<file path="config.mk">
export PLATFORM = sky130hd
export DESIGN_NAME = button_event_decoder
export DESIGN_NICKNAME = d
export VERILOG_FILES = /design/src/rtl/button_event_decoder.sv
export SDC_FILE = /design/constraint.sdc
export NUM_CORES = 1
export LEC_CHECK = 0
export BUFFER_PORTS_ARGS = -buffer_cell sky130_fd_sc_hd__buf_2
export CAP_MARGIN = 5
export CORE_MARGIN = 2
export CORE_UTILIZATION = 45
export CTS_CLUSTER_DIAMETER = 200
export DETAILED_ROUTE_END_ITERATION = 12
export PLACE_DENSITY = 0.72
export SLEW_MARGIN = 20
export SYNTH_ARGS = -nofsm -noshare
export SYNTH_HDL_FRONTEND = slang
export SYNTH_SLANG_ARGS = --single-unit
</file>
<file path="constraint.sdc">
create_clock -name clk_1khz_i -period 2.16 [get_ports clk_1khz_i]
set_input_delay 0.216 -clock clk_1khz_i [delete_from_list [all_inputs] [get_ports clk_1khz_i]]
set_output_delay 0.216 -clock clk_1khz_i [all_outputs]
set_load 0.02 [all_outputs]
</file>
<file path="src/rtl/button_event_decoder.sv">
// N-channel pushbutton front end: per channel a 2-FF synchroniser, a debouncer,
// a hold counter and a press classifier that emits one-cycle short / double /
// long / auto-repeat events. Channels are independent instances of one lane.

module button_event_channel #(
  parameter int DEBOUNCE_MS = 10,
  parameter int LONG_MS     = 1000,
  parameter int REPEAT_MS   = 200,
  parameter int DOUBLE_MS   = 300
) (
  input  logic clk,
  input  logic rst,
  input  logic button,
  output logic pressed,
  output logic short_ev,
  output logic double_ev,
  output logic long_ev,
  output logic repeat_ev
);

  localparam int DB_W   = $clog2(DEBOUNCE_MS + 1);
  localparam int HOLD_W = $clog2(LONG_MS + REPEAT_MS + 1);
  localparam int GAP_W  = (DOUBLE_MS > 1) ? $clog2(DOUBLE_MS) : 1;

  localparam logic [DB_W-1:0]   DB_LAST   = DB_W'(DEBOUNCE_MS);
  localparam logic [HOLD_W-1:0] HOLD_LONG = HOLD_W'(LONG_MS);
  localparam logic [HOLD_W-1:0] HOLD_TOP  = HOLD_W'(LONG_MS + REPEAT_MS);
  // With repeats on, the count folds back so the next repeat is REPEAT_MS away;
  // with repeats off it just parks at LONG_MS.
  localparam logic [HOLD_W-1:0] HOLD_WRAP = (REPEAT_MS > 0) ? HOLD_W'(LONG_MS + 1)
                                                            : HOLD_W'(LONG_MS);
  localparam logic [GAP_W-1:0]  GAP_LOAD  = (DOUBLE_MS > 0) ? GAP_W'(DOUBLE_MS - 1)
                                                            : GAP_W'(0);

  typedef enum logic [2:0] {
    IDLE     = 3'd0,
    HOLD1    = 3'd1,
    GAP      = 3'd2,
    HOLD2    = 3'd3,
    LONGHELD = 3'd4
  } state_t;

  logic              sync_a, sync_b;
  logic              deb, deb_d;
  logic [DB_W-1:0]   db_cnt, db_cnt_d;
  logic [HOLD_W-1:0] hold, hold_d;
  logic [GAP_W-1:0]  gap, gap_d;
  state_t            state, state_d;
  logic              short_d, double_d, long_d, repeat_d;

  assign pressed = deb;

  // Two-flop synchroniser for the asynchronous button.
  always_ff @(posedge clk or posedge rst) begin
    if (rst) begin
      sync_a <= 1'b0;
      sync_b <= 1'b0;
    end else begin
      sync_a <= button;
      sync_b <= sync_a;
    end
  end

  // Debounce: count consecutive samples that disagree with the current level;
  // any agreeing sample restarts the count, so short glitches never get through.
  always_comb begin
    deb_d    = deb;
    db_cnt_d = db_cnt;
    if (sync_b == deb) begin
      db_cnt_d = '0;
    end else if (db_cnt == DB_LAST) begin
      deb_d    = sync_b;
      db_cnt_d = '0;
    end else begin
      db_cnt_d = db_cnt + 1'b1;
    end
  end

  // Hold counter: 1 on the first debounced-high cycle, counts while held,
  // folds back after each repeat point so it never overflows.
  always_comb begin
    hold_d = '0;
    if (deb_d) begin
      if (!deb)                 hold_d = HOLD_W'(1);
      else if (hold == HOLD_TOP) hold_d = HOLD_WRAP;
      else                      hold_d = hold + 1'b1;
    end
  end

  // Debounced level and hold count registers.
  always_ff @(posedge clk or posedge rst) begin
    if (rst) begin
      deb    <= 1'b0;
      db_cnt <= '0;
      hold   <= '0;
    end else begin
      deb    <= deb_d;
      db_cnt <= db_cnt_d;
      hold   <= hold_d;
    end
  end

  // Press classifier: next state, gap timer and event strobes.
  always_comb begin
    state_d  = state;
    gap_d    = gap;
    short_d  = 1'b0;
    double_d = 1'b0;
    long_d   = 1'b0;
    repeat_d = 1'b0;
    case (state)
      IDLE: begin
        if (deb) state_d = HOLD1;
      end
      HOLD1: begin
        if (!deb) begin
          if (DOUBLE_MS == 0) begin
            short_d = 1'b1;
            state_d = IDLE;
          end else begin
            state_d = GAP;
            gap_d   = GAP_LOAD;
          end
        end else if (hold == HOLD_LONG) begin
          long_d  = 1'b1;
          state_d = LONGHELD;
        end
      end
      GAP: begin
        // A new press on the expiry cycle still counts as the second tap.
        if (deb) begin
          state_d = HOLD2;
        end else if (gap == '0) begin
          short_d = 1'b1;
          state_d = IDLE;
        end else begin
          gap_d = gap - 1'b1;
        end
      end
      HOLD2: begin
        if (!deb) begin
          double_d = 1'b1;
          state_d  = IDLE;
        end else if (hold == HOLD_LONG) begin
          // The first tap is absorbed into the long press.
          long_d  = 1'b1;
          state_d = LONGHELD;
        end
      end
      LONGHELD: begin
        if (!deb) begin
          state_d = IDLE;
        end else if ((REPEAT_MS > 0) && (hold == HOLD_TOP)) begin
          repeat_d = 1'b1;
        end
      end
      default: state_d = IDLE;
    endcase
  end

  // Classifier state and registered event outputs.
  always_ff @(posedge clk or posedge rst) begin
    if (rst) begin
      state     <= IDLE;
      gap       <= '0;
      short_ev  <= 1'b0;
      double_ev <= 1'b0;
      long_ev   <= 1'b0;
      repeat_ev <= 1'b0;
    end else begin
      state     <= state_d;
      gap       <= gap_d;
      short_ev  <= short_d;
      double_ev <= double_d;
      long_ev   <= long_d;
      repeat_ev <= repeat_d;
    end
  end

endmodule

module button_event_decoder #(
  parameter int N_CH        = 2,
  parameter int DEBOUNCE_MS = 10,
  parameter int LONG_MS     = 1000,
  parameter int REPEAT_MS   = 200,
  parameter int DOUBLE_MS   = 300
) (
  input  logic            clk_1khz_i,
  input  logic            rst_i,
  input  logic [N_CH-1:0] pushbutton_i,
  output logic [N_CH-1:0] pressed_o,
  output logic [N_CH-1:0] short_o,
  output logic [N_CH-1:0] double_o,
  output logic [N_CH-1:0] long_o,
  output logic [N_CH-1:0] repeat_o
);

  for (genvar g = 0; g < N_CH; g++) begin : g_ch
    button_event_channel #(
      .DEBOUNCE_MS (DEBOUNCE_MS),
      .LONG_MS     (LONG_MS),
      .REPEAT_MS   (REPEAT_MS),
      .DOUBLE_MS   (DOUBLE_MS)
    ) u_ch (
      .clk       (clk_1khz_i),
      .rst       (rst_i),
      .button    (pushbutton_i[g]),
      .pressed   (pressed_o[g]),
      .short_ev  (short_o[g]),
      .double_ev (double_o[g]),
      .long_ev   (long_o[g]),
      .repeat_ev (repeat_o[g])
    );
  end

endmodule

</file>
# After elaboration in Yosys (flattened, before gate mapping)

Index checks and enable logic that the tools add are counted.
W data, S select, Z words.

Bits in registers: 68
Word-level logic and storage cells: 128

Add/subtract/negate cells: 6
Equal/unequal tests: 28
Mux-type cells: 60
Reduce and logical (&&, ||, !) cells: 12

Operators with widths:

| operator                | number |
|---|---|
| $mux W11                | 6 |
| $mux W9                 | 6 |
| $mux W3                 | 14 |
| $pmux W9 S2             | 2 |
| $pmux W3 S5             | 2 |
| $mux W1                 | 26 |
| $add A11 B1 Y11 const B | 2 |
| $eq A11 B10 Y1 const B  | 2 |
| $eq A11 B11 Y1 const B  | 2 |
| $logic_not A9 Y1        | 2 |
| $sub A9 B1 Y9 const B   | 2 |
| $mux W4                 | 4 |
| $ne A2 B2 Y1 const B    | 8 |
| $eq A3 B2 Y1 const B    | 4 |
| $add A4 B1 Y4 const B   | 2 |
| $eq A4 B4 Y1 const B    | 2 |
| $reduce_and A4 Y1       | 2 |
| $eq A3 B1 Y1 const B    | 2 |
| $eq A3 B3 Y1 const B    | 2 |
| $logic_not A3 Y1        | 2 |
| $ne A3 B1 Y1 const B    | 2 |
| $reduce_and A3 Y1       | 2 |
| $ne A2 B1 Y1 const B    | 2 |
| $reduce_bool A2 Y1      | 2 |
| 2 further kinds         | 4 |

# Depth between registers and ports, before layout

Gate-level depths: netlist of run 1.

Depth after elaboration: 4
Depth in mapped cells: 6
Gate-level depth less buffers: 6

# Modules after synthesis

A second synthesis of run 1 with hierarchy kept.

Cell total of the unflattened synthesis: 333
Area, all modules: 3,349.5 µm²

Modules (own cells, without submodules):

| module                               | times used | cells an instance | area an instance (µm²) | sequential area each (µm²) |
|---|---|---|---|---|
| button_event_channel at g_ch[0].u_ch | 1          | 172               | 1,715.4                | 850.8 |
| button_event_channel at g_ch[1].u_ch | 1          | 161               | 1,634.1                | 850.8 |

# Worst setup path before layout of run 1

OpenSTA, ideal clock, no wires.

Kind: register to register
From: reg g_ch[1].u_ch.state[2]
To: reg g_ch[1].u_ch.gap[4]
Library setup time: 0.125 ns
Data arrival time: 1.751 ns
Data required time: 2.035 ns
Path slack: 0.284 ns
Stages on the path, launching flop included: 6
Cells stage by stage: dfrtp_1 > buf_6 > or4b_1 > buf_2 > or4_4 > mux2i_1

Cells in the longest elaborated chain, start to end: 3
Elaborated cells on any way between the ends: 8
Those cells by class: eq/ne: 5; mux: 1; reduce/logical: 2

Ends and longest elaborated chain:

| item                                                         | line | source |
|---|---|---|
| from (decl)                                                  | 48   | `state_t state, state_d;` |
| from (signal assigned)                                       | 171  | `state <= state_d;` |
| $eq A3 B2 Y1 or $eq A3 B1 Y1 (tied branches)                 | 111  | `case (state)` |
| $ne A2 B2 Y1 (no line) or $reduce_bool A2 Y1 (tied branches) | --   |  |
| $reduce_and A4 Y1 (no line)                                  | --   |  |
| to (signal assigned)                                         | 172  | `gap <= gap_d;` |
| to (decl)                                                    | 47   | `logic [GAP_W-1:0] gap, gap_d;` |

Parallel ways exist; a longest one is shown, timed or not.
A chain may end at the register's enable or synchronous reset.

# Worst setup path after layout of run 1

Same ends and word-level chain as after synthesis.

==> results of run 1 <==
## sequential cells by signal (all words and copies together), names as in the netlist
register / count
g_ch.u_ch.db_cnt: 8
g_ch.u_ch.double_ev: 2
g_ch.u_ch.gap: 18
g_ch.u_ch.hold: 22
g_ch.u_ch.long_ev: 2
g_ch.u_ch.pressed: 2
g_ch.u_ch.repeat_ev: 2
g_ch.u_ch.short_ev: 2
g_ch.u_ch.state: 6
g_ch.u_ch.sync_a: 2
g_ch.u_ch.sync_b: 2
## routing by layer
layer | vias to the layer above | share of wire [%] | global-route usage (%)
li1 | 1170 | - | -
met1 | 1116 | 48 | 19.4
met2 | 47 | 46 | 23.5
met3 | 8 | 3.9 | 4.53
met4 | 0 | 1.5 | 6.15
met5 | - | 0 | 0
## power breakdown
group,switching [mW],internal [mW],leakage [nW],total [mW]
Combinational,0.408,0.321,0.641,0.730
Clock,0.460,0.593,0.102,1.05
Sequential,0.175,1.45,0.916,1.62
## worst max-delay path, delay by kind of cell (launching register included)
family	cells	cell delay [ps]
muxes	1	130
DFF	1	460
and+or+nand+nor	2	1210
## cell usage after synthesis (all sizes together), types with 2 or more instances
master	number	area, um2
dfrtp	68	1700
and2	2	12.5
a211oi	4	35.0
nor3b	2	15.0
o21a	2	15.0
nand4	4	25.0
and3	7	43.8
and4	2	17.5
or4	3	26.3
nand2	22	82.6
inv	21	78.8
nor3	12	60.1
xor2	12	105
xnor2	12	105
nor4	6	43.8
nor2b	2	12.5
mux2	2	22.5
buf	12	91.3
o31ai	2	15.0
or3	6	37.5
nand2b	7	43.8
nor4b	4	35.0
nand3	17	85.1
nor2	38	143
clkbuf	4	15.0
nand3b	3	22.5
mux2i	7	70.1
o21ai	7	35.0
ha	10	125
a21oi	12	60.1
or4b	3	33.8
## cell type report
type / count / area, um2
fill: 687 / 3510
multi-input combinational: 222 / 1430
sequential: 68 / 1700
clock buffer: 12 / 155
tap: 99 / 124
timing repair buffer: 24 / 168
inverter: 21 / 78.8
clock inverter: 4 / 47.5
## logic make-up after synthesis
| kind of cell | after synthesis |
|---|---|
| buf+inv | 37 |
| simple gates | 143 |
| mux | 9 |
| flops | 68 |
| compound gates | 36 |
| fa+ha+maj | 10 |
| xor+xnor | 24 |
## repair_timing
item,in CTS,in global routing
endpoints found under the setup margin,0,0
endpoints found under the hold margin,70,0
hold buffers,3,0
resized for setup,0,0
## how the worst max path moves through the flow
| stage | startpoint | endpoint | slack, ps | depth (start not counted) |
|---|---|---|---|---|
| 6_report | g_ch[1].u_ch.state[2] | g_ch[1].u_ch.gap[4] | 240 | 3 |
| 5_1_grt | g_ch[0].u_ch.gap[0] | g_ch[0].u_ch.gap[1] | 0.7 | 6 |
| 4_1_cts | g_ch[1].u_ch.state[2] | g_ch[1].u_ch.gap[4] | 230 | 3 |
| 3_5_place_dp | g_ch[1].u_ch.state[2] | g_ch[1].u_ch.gap[4] | 240 | 3 |
| 3_3_place_gp | g_ch[1].u_ch.state[2] | g_ch[1].u_ch.gap[4] | 270 | 3 |
| 2_1_floorplan | rst_i | g_ch[0].u_ch.db_cnt[0] | 230 | 1 |
## per-stage QoR
step	hold WS [ps]	std cells	setup slack [ps]
4_1_cts	344	450	234
5_1_grt	361	450	0.691
3_3_place_gp	317	431	274
6_report	346	450	241
2_1_floorplan	247	327	232
3_5_place_dp	325	431	243
==> results_dict.tcl, run 1 <==
set metrics [dict create \
    outcome "finished clean" \
    synth_edf_count 0 \
    first_iter_violations 104 \
    leakage_nw 1.66 \
    syn_nets 341 \
    htreeDepth 3 \
    final_nets 360 \
    setup_violations 0 \
    overflow 0 \
    path_cells "or4b_1, or4_4, mux2i_1" \
    crit-reg2reg-launch "g_ch[1].u_ch.state[2]" \
    die_w_um 89.9 \
    synth_flop_cell "dfrtp_1" \
    slew_headroom_pct 54.7 \
    hold_end "g_ch[1].u_ch.sync_b" \
    final_common_cell "dfrtp_1" \
    antenna_found_initial 0 \
    min_path_cells 0 \
    synth-seq-area-share_pct 51.2 \
    cap_violations 0 \
    synth_compound_gate_area_share_pct 7.12 \
    avgSynthCellArea_um2 10.2 \
    coreArea_um2 7210 \
    rsz0062_at_grt "no" \
    avgViaCountPerCell 5.20 \
    path_max_fanout 10 \
    required_ps 2380 \
    hold_violations 0 \
    gp_congestion 0.820 \
    wl_um 5640 \
    finClkSkew_ps 10.2 \
    final_cell_mix "68 x dfrtp_1, 38 x nor2_1, 22 x nand2_1" \
    initial_core_util_pct 46.0 \
    tns_ps 0 \
    ys_ff_latch 68 \
    ir_drop_mv 0.438 \
    reg2reg_to "g_ch[1].u_ch.gap[4]" \
    drive_gt1_share_pct 12.5 \
    die_h_um 89.9 \
    synth-xor-area-share_pct 6.33 \
    arrival_ps 2140 \
    synth_area_um2 3320 \
    row_count 31 \
    die_area_um2 8080 \
    max_freq_ghz 0.521 \
    cts_buffers 9 \
    synth-adder-area-share_pct 3.77 \
    wire_per_inst_um 12.5 \
    clkSinkCount 68 \
    vias 2341 \
    clock_path_buffers 2 \
    clk_pin_slew_ps 70 \
    placed_area_um2 3480 \
    slowest_stage "or4b_1" \
    grt_max_degree 69 \
    cts-root-buf "clkbuf_8" \
    track_usage_pct 15.0 \
    first_global_vias 2195 \
    critPathCaptureType "flip-flop" \
    port_buffers 13 \
    post_cts_buffers 0 \
    power.total_mw 3.40 \
    drtAntennaViolNets 0 \
    p_per_area_nw_per_um2 917 \
    async_flop_share_pct 100 \
    ys_warn_count 0 \
    grt_pass1_wl_um 9880 \
    synth_mux_area_share_pct 2.79 \
    postSynthCellCount 327 \
    final_util_pct 51.4 \
    worst-r2r-cell-count 3 \
    worst-setup-path-type "flip-flop to flip-flop" \
    postLayoutCellArea_um2 3710 \
    startpoint_type "flip-flop" \
    min_period_ps 1920 \
    synth_top_family_by_area "simple AND/OR/NAND/NOR gates" \
    synth-simple-area-share_pct 23.2 \
    pin_count 14 \
    route.detailed.drc 0 \
    slowest_delay_ps 660 \
    min_from "g_ch[1].u_ch.sync_a" \
    place_hpwl_um 3870 \
    cts_tree "yes" \
    worst_slew_pin_slew_ps 674 \
    slew_violations 0 \
    holdCritPathClass "flip-flop to flip-flop" \
    antenna_cells 0 \
    synth_cell_types 50 \
    fin_crit_sh_pct 88.9 \
    clk_latency_ps 340 \
    r2r_slack_ps 240 \
    drt_first_pass_iters 4 \
    syn2layout_area_growth_pct 11.7 \
]
Power figures use the tool's default switching activity.
==> run 2, diff against run 1 <==
--- a/config.mk
+++ b/config.mk
@@ -7,7 +7,7 @@
 export LEC_CHECK = 0
 export BUFFER_PORTS_ARGS = -buffer_cell sky130_fd_sc_hd__buf_2
 export CAP_MARGIN = 5
-export CORE_MARGIN = 2
+export CORE_MARGIN = 1.5
 export CORE_UTILIZATION = 45
 export CTS_CLUSTER_DIAMETER = 200
 export DETAILED_ROUTE_END_ITERATION = 12
@@ -15,4 +15,5 @@
 export SLEW_MARGIN = 20
 export SYNTH_ARGS = -nofsm -noshare
 export SYNTH_HDL_FRONTEND = slang
+export SYNTH_HIERARCHICAL = 1
 export SYNTH_SLANG_ARGS = --single-unit
==> run 2 against run 1 <==
  * Sequential share of layout area is 1.8 points lower
  * Worst setup slack improved by 19 ps
  * Core utilization is 2.1 points higher
  * Clock-buffer cell count shrank 2
  * Final cell count increased by 4.4%
  * Synthesized area rose by 0.87%
  * Non-clock buffer count up 4
  * Critical path type unchanged
  * Largest cell class unchanged
==> results_dict.tcl, run 2 <==
set metrics [dict create \
    outcome "finished clean" \
    final_cell_mix "68 x dfrtp_1, 38 x nor2_1, 30 x nand2_1" \
    gp_congestion 0.837 \
    antenna_cells 0 \
    ys_ff_latch 68 \
    drive_gt1_share_pct 14.3 \
    top_register "g_ch.u_ch/hold" \
    setup_violations 0 \
    coreArea_um2 7210 \
    p_per_area_nw_per_um2 937 \
    holdCritPathClass "flip-flop to flip-flop" \
    antenna_found_initial 0 \
    clk_pin_slew_ps 70 \
    avgSynthCellArea_um2 10.1 \
    grt_max_degree 35 \
    die_h_um 89.3 \
    clkSinkCount 68 \
    max_freq_ghz 0.526 \
    track_usage_pct 17.1 \
    wire_per_inst_um 12.9 \
    ys_warn_count 6 \
    overflow 0 \
    path_max_fanout 7 \
    grt_pass1_wl_um 10600 \
    htreeDepth 3 \
    slew_headroom_pct 58.5 \
    arrival_ps 2130 \
    row_count 31 \
    leakage_nw 1.70 \
    slew_violations 0 \
    first_global_vias 2353 \
    final_common_cell "dfrtp_1" \
    required_ps 2390 \
    placed_area_um2 3610 \
    reg_top3 "g_ch.u_ch/hold: 22 flops, g_ch.u_ch/gap: 18 flops, g_ch.u_ch/db_cnt: 8 flops" \
    first_iter_violations 79 \
    initial_core_util_pct 46.4 \
    die_w_um 89.3 \
    min_path_cells 0 \
    synth-seq-area-share_pct 50.8 \
    worst_slew_pin_slew_ps 622 \
    synth_edf_count 0 \
    vias 2507 \
    clock_path_buffers 2 \
    place_hpwl_um 4240 \
    critPathCaptureType "flip-flop" \
    cap_violations 0 \
    drtAntennaViolNets 0 \
    postLayoutCellArea_um2 3860 \
    startpoint_type "flip-flop" \
    route.detailed.drc 0 \
    min_period_ps 1900 \
    die_area_um2 7970 \
    async_flop_share_pct 100 \
    worst-r2r-cell-count 4 \
    worst-setup-path-type "flip-flop to flip-flop" \
    wl_um 6050 \
    rsz0062_at_grt "no" \
    hold_violations 0 \
    synth_cell_types 52 \
    synth_flop_cell "dfrtp_1" \
    fin_crit_sh_pct 88.0 \
    ir_drop_mv 0.521 \
    cts-root-buf "clkbuf_8" \
    syn2layout_area_growth_pct 15.3 \
    pin_count 14 \
    synth_top_cell_by_area "dfrtp_1" \
    postSynthCellCount 333 \
    synth_area_leaders "dfrtp_1 51%, nor2_1 4.3%, ha_1 3.7%" \
    final_nets 380 \
    yosys.area.top_type_share_pct 50.8 \
    tns_ps 0 \
    port_buffers 13 \
    final_util_pct 53.5 \
    cts_buffers 9 \
    power.total_mw 3.62 \
    avgViaCountPerCell 5.33 \
    finClkSkew_ps 7.55 \
    post_cts_buffers 0 \
    largest_reg_flops 22 \
    fillers 663 \
    cts_tree "yes" \
    syn_nets 347 \
    clk_latency_ps 330 \
    synth_area_um2 3350 \
    drt_first_pass_iters 4 \
    synth_common_cells "68 x dfrtp_1, 38 x nor2_1, 30 x nand2_1" \
    synth.most_common_cell "dfrtp_1" \
]
run 2: cell types whose count changed after synthesis, moves of 3 or more:
cell     before  now
a21oi_1      12   18
nand2_1      22   30
nor3_1       12    9
nor4b_1       4    1
buf_4        10    0
run 2: layer usage:
layer	vias up	GRT usage [%]	part of all wire, %
li1	1224	-	-
met1	1238	22.9	49
met2	38	27.5	47
met3	7	4.25	2.9
met4	0	5.17	0.91
met5	-	0	0
run 2: cells by family (layout without fill, tap and decap cells):
| family | Yosys count | count (layout) | synth area share [%] |
|---|---|---|---|
| AOI/OAI and AO/OA | 49 | 49 | 9.97 |
| xor gates and xnor gates | 23 | 23 | 6.01 |
| adders and majority gates | 10 | 10 | 3.74 |
| buffers and inverters | 25 | 63 | 3.10 |
| DFF | 68 | 68 | 50.8 |
| muxes | 7 | 7 | 2.17 |
| and+or+nand+nor | 151 | 151 | 24.2 |
run 2: final timing paths:
| kind | start | endpoint | slack (ps) |
|---|---|---|---|
| max in group asynchronous | rst_i | g_ch[1].u_ch/hold[8] | 1110 |
| min in group asynchronous | rst_i | g_ch[1].u_ch/gap[6] | 520 |
| setup / recovery | g_ch[1].u_ch/hold[8] | g_ch[1].u_ch/hold[9] | 260 |
| hold / removal | g_ch[0].u_ch/sync_a | g_ch[0].u_ch/sync_b | 350 |
| setup reg to reg | g_ch[1].u_ch/hold[8] | g_ch[1].u_ch/hold[9] | 260 |
| hold reg to reg | g_ch[0].u_ch/sync_a | g_ch[0].u_ch/sync_b | 350 |
run 2: final cells by class:
class | count | area, um2 | area share, %
Clock buffer | 10 | 138 | 3.56
Clock inverter | 6 | 86.3 | 2.24
Inverter | 19 | 71.3 | 1.85
Multi-Input combinational cell | 240 | 1540 | 40.0
Sequential cell | 68 | 1700 | 44.1
Tap cell | 99 | 124 | 3.21
Timing Repair Buffer | 28 | 198 | 5.12
run 2: stage by stage:
step / hold slack (ps) / worst slack [ps] / cells
5_1_grt: 362 / 123 / 470
3_3_place_gp: 326 / 324 / 451
2_1_floorplan: 247 / 354 / 333
4_1_cts: 353 / 267 / 470
6_report: 348 / 260 / 470
3_5_place_dp: 328 / 281 / 451
run 2: power breakdown:
part           internal, mW  switching (mW)
combinational         0.386           0.464
clock                 0.682           0.478
sequential             1.43           0.179
run 2: critical path, stage by stage, from the launching register on:
cell,delay [ps]
dfrtp_1,410
or3b_1,370
or4_1,610
nor3b_1,200
a211oi_1,220
run 2: timing repair:
| item | CTS | global route |
|---|---|---|
| endpoints found under the hold margin | 50 | 0 |
| resized for setup | 0 | 0 |
| hold buffers | 3 | 0 |
==> run 3, diff against run 2 <==
--- a/config.mk
+++ b/config.mk
@@ -11,8 +11,8 @@
 export CORE_UTILIZATION = 45
 export CTS_CLUSTER_DIAMETER = 200
 export DETAILED_ROUTE_END_ITERATION = 12
-export PLACE_DENSITY = 0.72
-export SLEW_MARGIN = 20
+export PLACE_DENSITY = 0.66
+export SLEW_MARGIN = 10
 export SYNTH_ARGS = -nofsm -noshare
 export SYNTH_HDL_FRONTEND = slang
 export SYNTH_HIERARCHICAL = 1
==> run 3 against run 2 <==
  * Hold slack better by 7.2 ps
  * Wire length is 1.4% higher
  * Fmax down 0.55%
  * Global-route usage increased by 0.23 points
  * Via count shrank 0.60%
  * Sequential cell count stayed put
  * Clock-buffer cell count did not move
  * Worst setup slack worse by 11 ps
  * Critical path type unchanged
==> results_dict.tcl, run 3 (synthesis gave the netlist of run 2 again) <==
set metrics [dict create \
    clk_latency_ps 340 \
    wire_per_inst_um 13.1 \
    top_register "g_ch.u_ch/hold" \
    cts_tree "yes" \
    grt_max_degree 35 \
    tns_ps 0 \
    max_freq_ghz 0.523 \
    cts_buffers 9 \
    worst-setup-path-type "flip-flop to flip-flop" \
    pin_count 14 \
    die_w_um 89.3 \
    layoutNonFillerInstCount 469 \
    htreeDepth 3 \
    path_max_fanout 7 \
    worst-r2r-cell-count 4 \
    outcome "finished clean" \
    fin_hold_ws_ps 355 \
    worst_slew_pin_slew_ps 547 \
    avgViaCountPerCell 5.31 \
    arrival_ps 2160 \
    row_count 31 \
    ir_drop_mv 0.439 \
    setup_violations 0 \
    coreArea_um2 7210 \
    holdCritPathClass "flip-flop to flip-flop" \
    first_global_vias 2410 \
    reg_top3 "g_ch.u_ch/hold: 22 flops, g_ch.u_ch/gap: 18 flops, g_ch.u_ch/db_cnt: 8 flops" \
    antenna_found_initial 0 \
    min_path_cells 0 \
    drive_gt1_share_pct 14.3 \
    gp_congestion 0.796 \
    drt_first_pass_iters 4 \
    port_buffers 13 \
    min_period_ps 1910 \
    critPathCaptureType "flip-flop" \
    initial_core_util_pct 46.4 \
    slew_headroom_pct 63.2 \
    fin_crit_sh_pct 88.4 \
    die_h_um 89.3 \
    vias 2492 \
    final_common_cell "dfrtp_1" \
    largest_reg_flops 22 \
    antenna_cells 0 \
    drtAntennaViolNets 0 \
    clock_path_buffers 2 \
    cts-root-buf "clkbuf_8" \
    place_hpwl_um 4120 \
    clkSinkCount 68 \
    track_usage_pct 17.3 \
    slew_violations 0 \
    final_nets 379 \
    die_area_um2 7970 \
    p_per_area_nw_per_um2 967 \
    cap_violations 0 \
    hold_violations 0 \
    dpl.cell_count 450 \
    required_ps 2410 \
    wl_um 6140 \
    clk_pin_slew_ps 80 \
    grt_pass1_wl_um 10700 \
    route.detailed.drc 0 \
    fillers 663 \
    ff_latch_area_um2 1700 \
    startpoint_type "flip-flop" \
    final_cell_mix "68 x dfrtp_1, 38 x nor2_1, 30 x nand2_1" \
    finClkSkew_ps 7.89 \
    overflow 0 \
    multi_input_area_um2 1550 \
    rsz0062_at_grt "no" \
    syn2layout_area_growth_pct 15.7 \
    first_iter_violations 99 \
    leakage_nw 1.70 \
]
[run 3: layer usage]
metal | vias up | part of all wire, % | global-route usage [%]
met5 | - | 0 | 0
met1 | 1209 | 50 | 23.0
met4 | 0 | 1.9 | 7.27
li1 | 1231 | - | -
met3 | 14 | 2.3 | 4.16
met2 | 38 | 46 | 27.2
[run 3: layout make-up]
cell class / instances / share of cell area [%]
repair buffers: 27 / 4.59
multi-input cells: 240 / 40.0
clock buffers: 10 / 3.55
clock inverters: 6 / 2.87
inverters: 19 / 1.84
flip-flops and latches: 68 / 43.9
well taps: 99 / 3.20
[run 3: critical path, cell delays in order (launching register included)]
cell,delay [ps]
dfrtp_1,410
or3b_1,380
or4_1,620
nor3b_1,210
a211oi_1,210
[run 3: worst paths after layout]
path	from	to	slack, ps
worst max-delay path	g_ch[1].u_ch/hold[8]	g_ch[1].u_ch/hold[9]	250
worst min-delay path	g_ch[0].u_ch/sync_a	g_ch[0].u_ch/sync_b	360
worst max register to register	g_ch[1].u_ch/hold[8]	g_ch[1].u_ch/hold[9]	250
worst min register to register	g_ch[0].u_ch/sync_a	g_ch[0].u_ch/sync_b	360
max in group asynchronous	rst_i	g_ch[1].u_ch/sync_b	1050
min in group asynchronous	rst_i	g_ch[1].u_ch/gap[4]	430
[run 3: per-stage QoR]
stage	instance area, um2	total power, mW	util (%)	worst slack (ps)
3_5_place_dp	3590	2.46	49.7	257
4_1_cts	3870	3.77	53.6	218
6_report	3870	3.75	53.7	250
3_3_place_gp	3590	2.44	49.7	293
2_1_floorplan	3350	2.24	-	354
5_1_grt	3870	3.97	53.7	157
[run 3: timing repair]
item	4_1_cts	5_1_grt
buffers inserted	0	0
setup endpoints to repair	0	2
gates resized for setup	0	1
endpoints found under the hold margin	46	0
hold buffers	3	0
[run 3: where the power goes]
| group | switching, mW | internal, mW | total [mW] |
|---|---|---|---|
| sequential | 0.184 | 1.43 | 1.61 |
| combinational | 0.468 | 0.374 | 0.842 |
| clock | 0.491 | 0.798 | 1.29 |
| total | 1.14 | 2.60 | 3.75 |
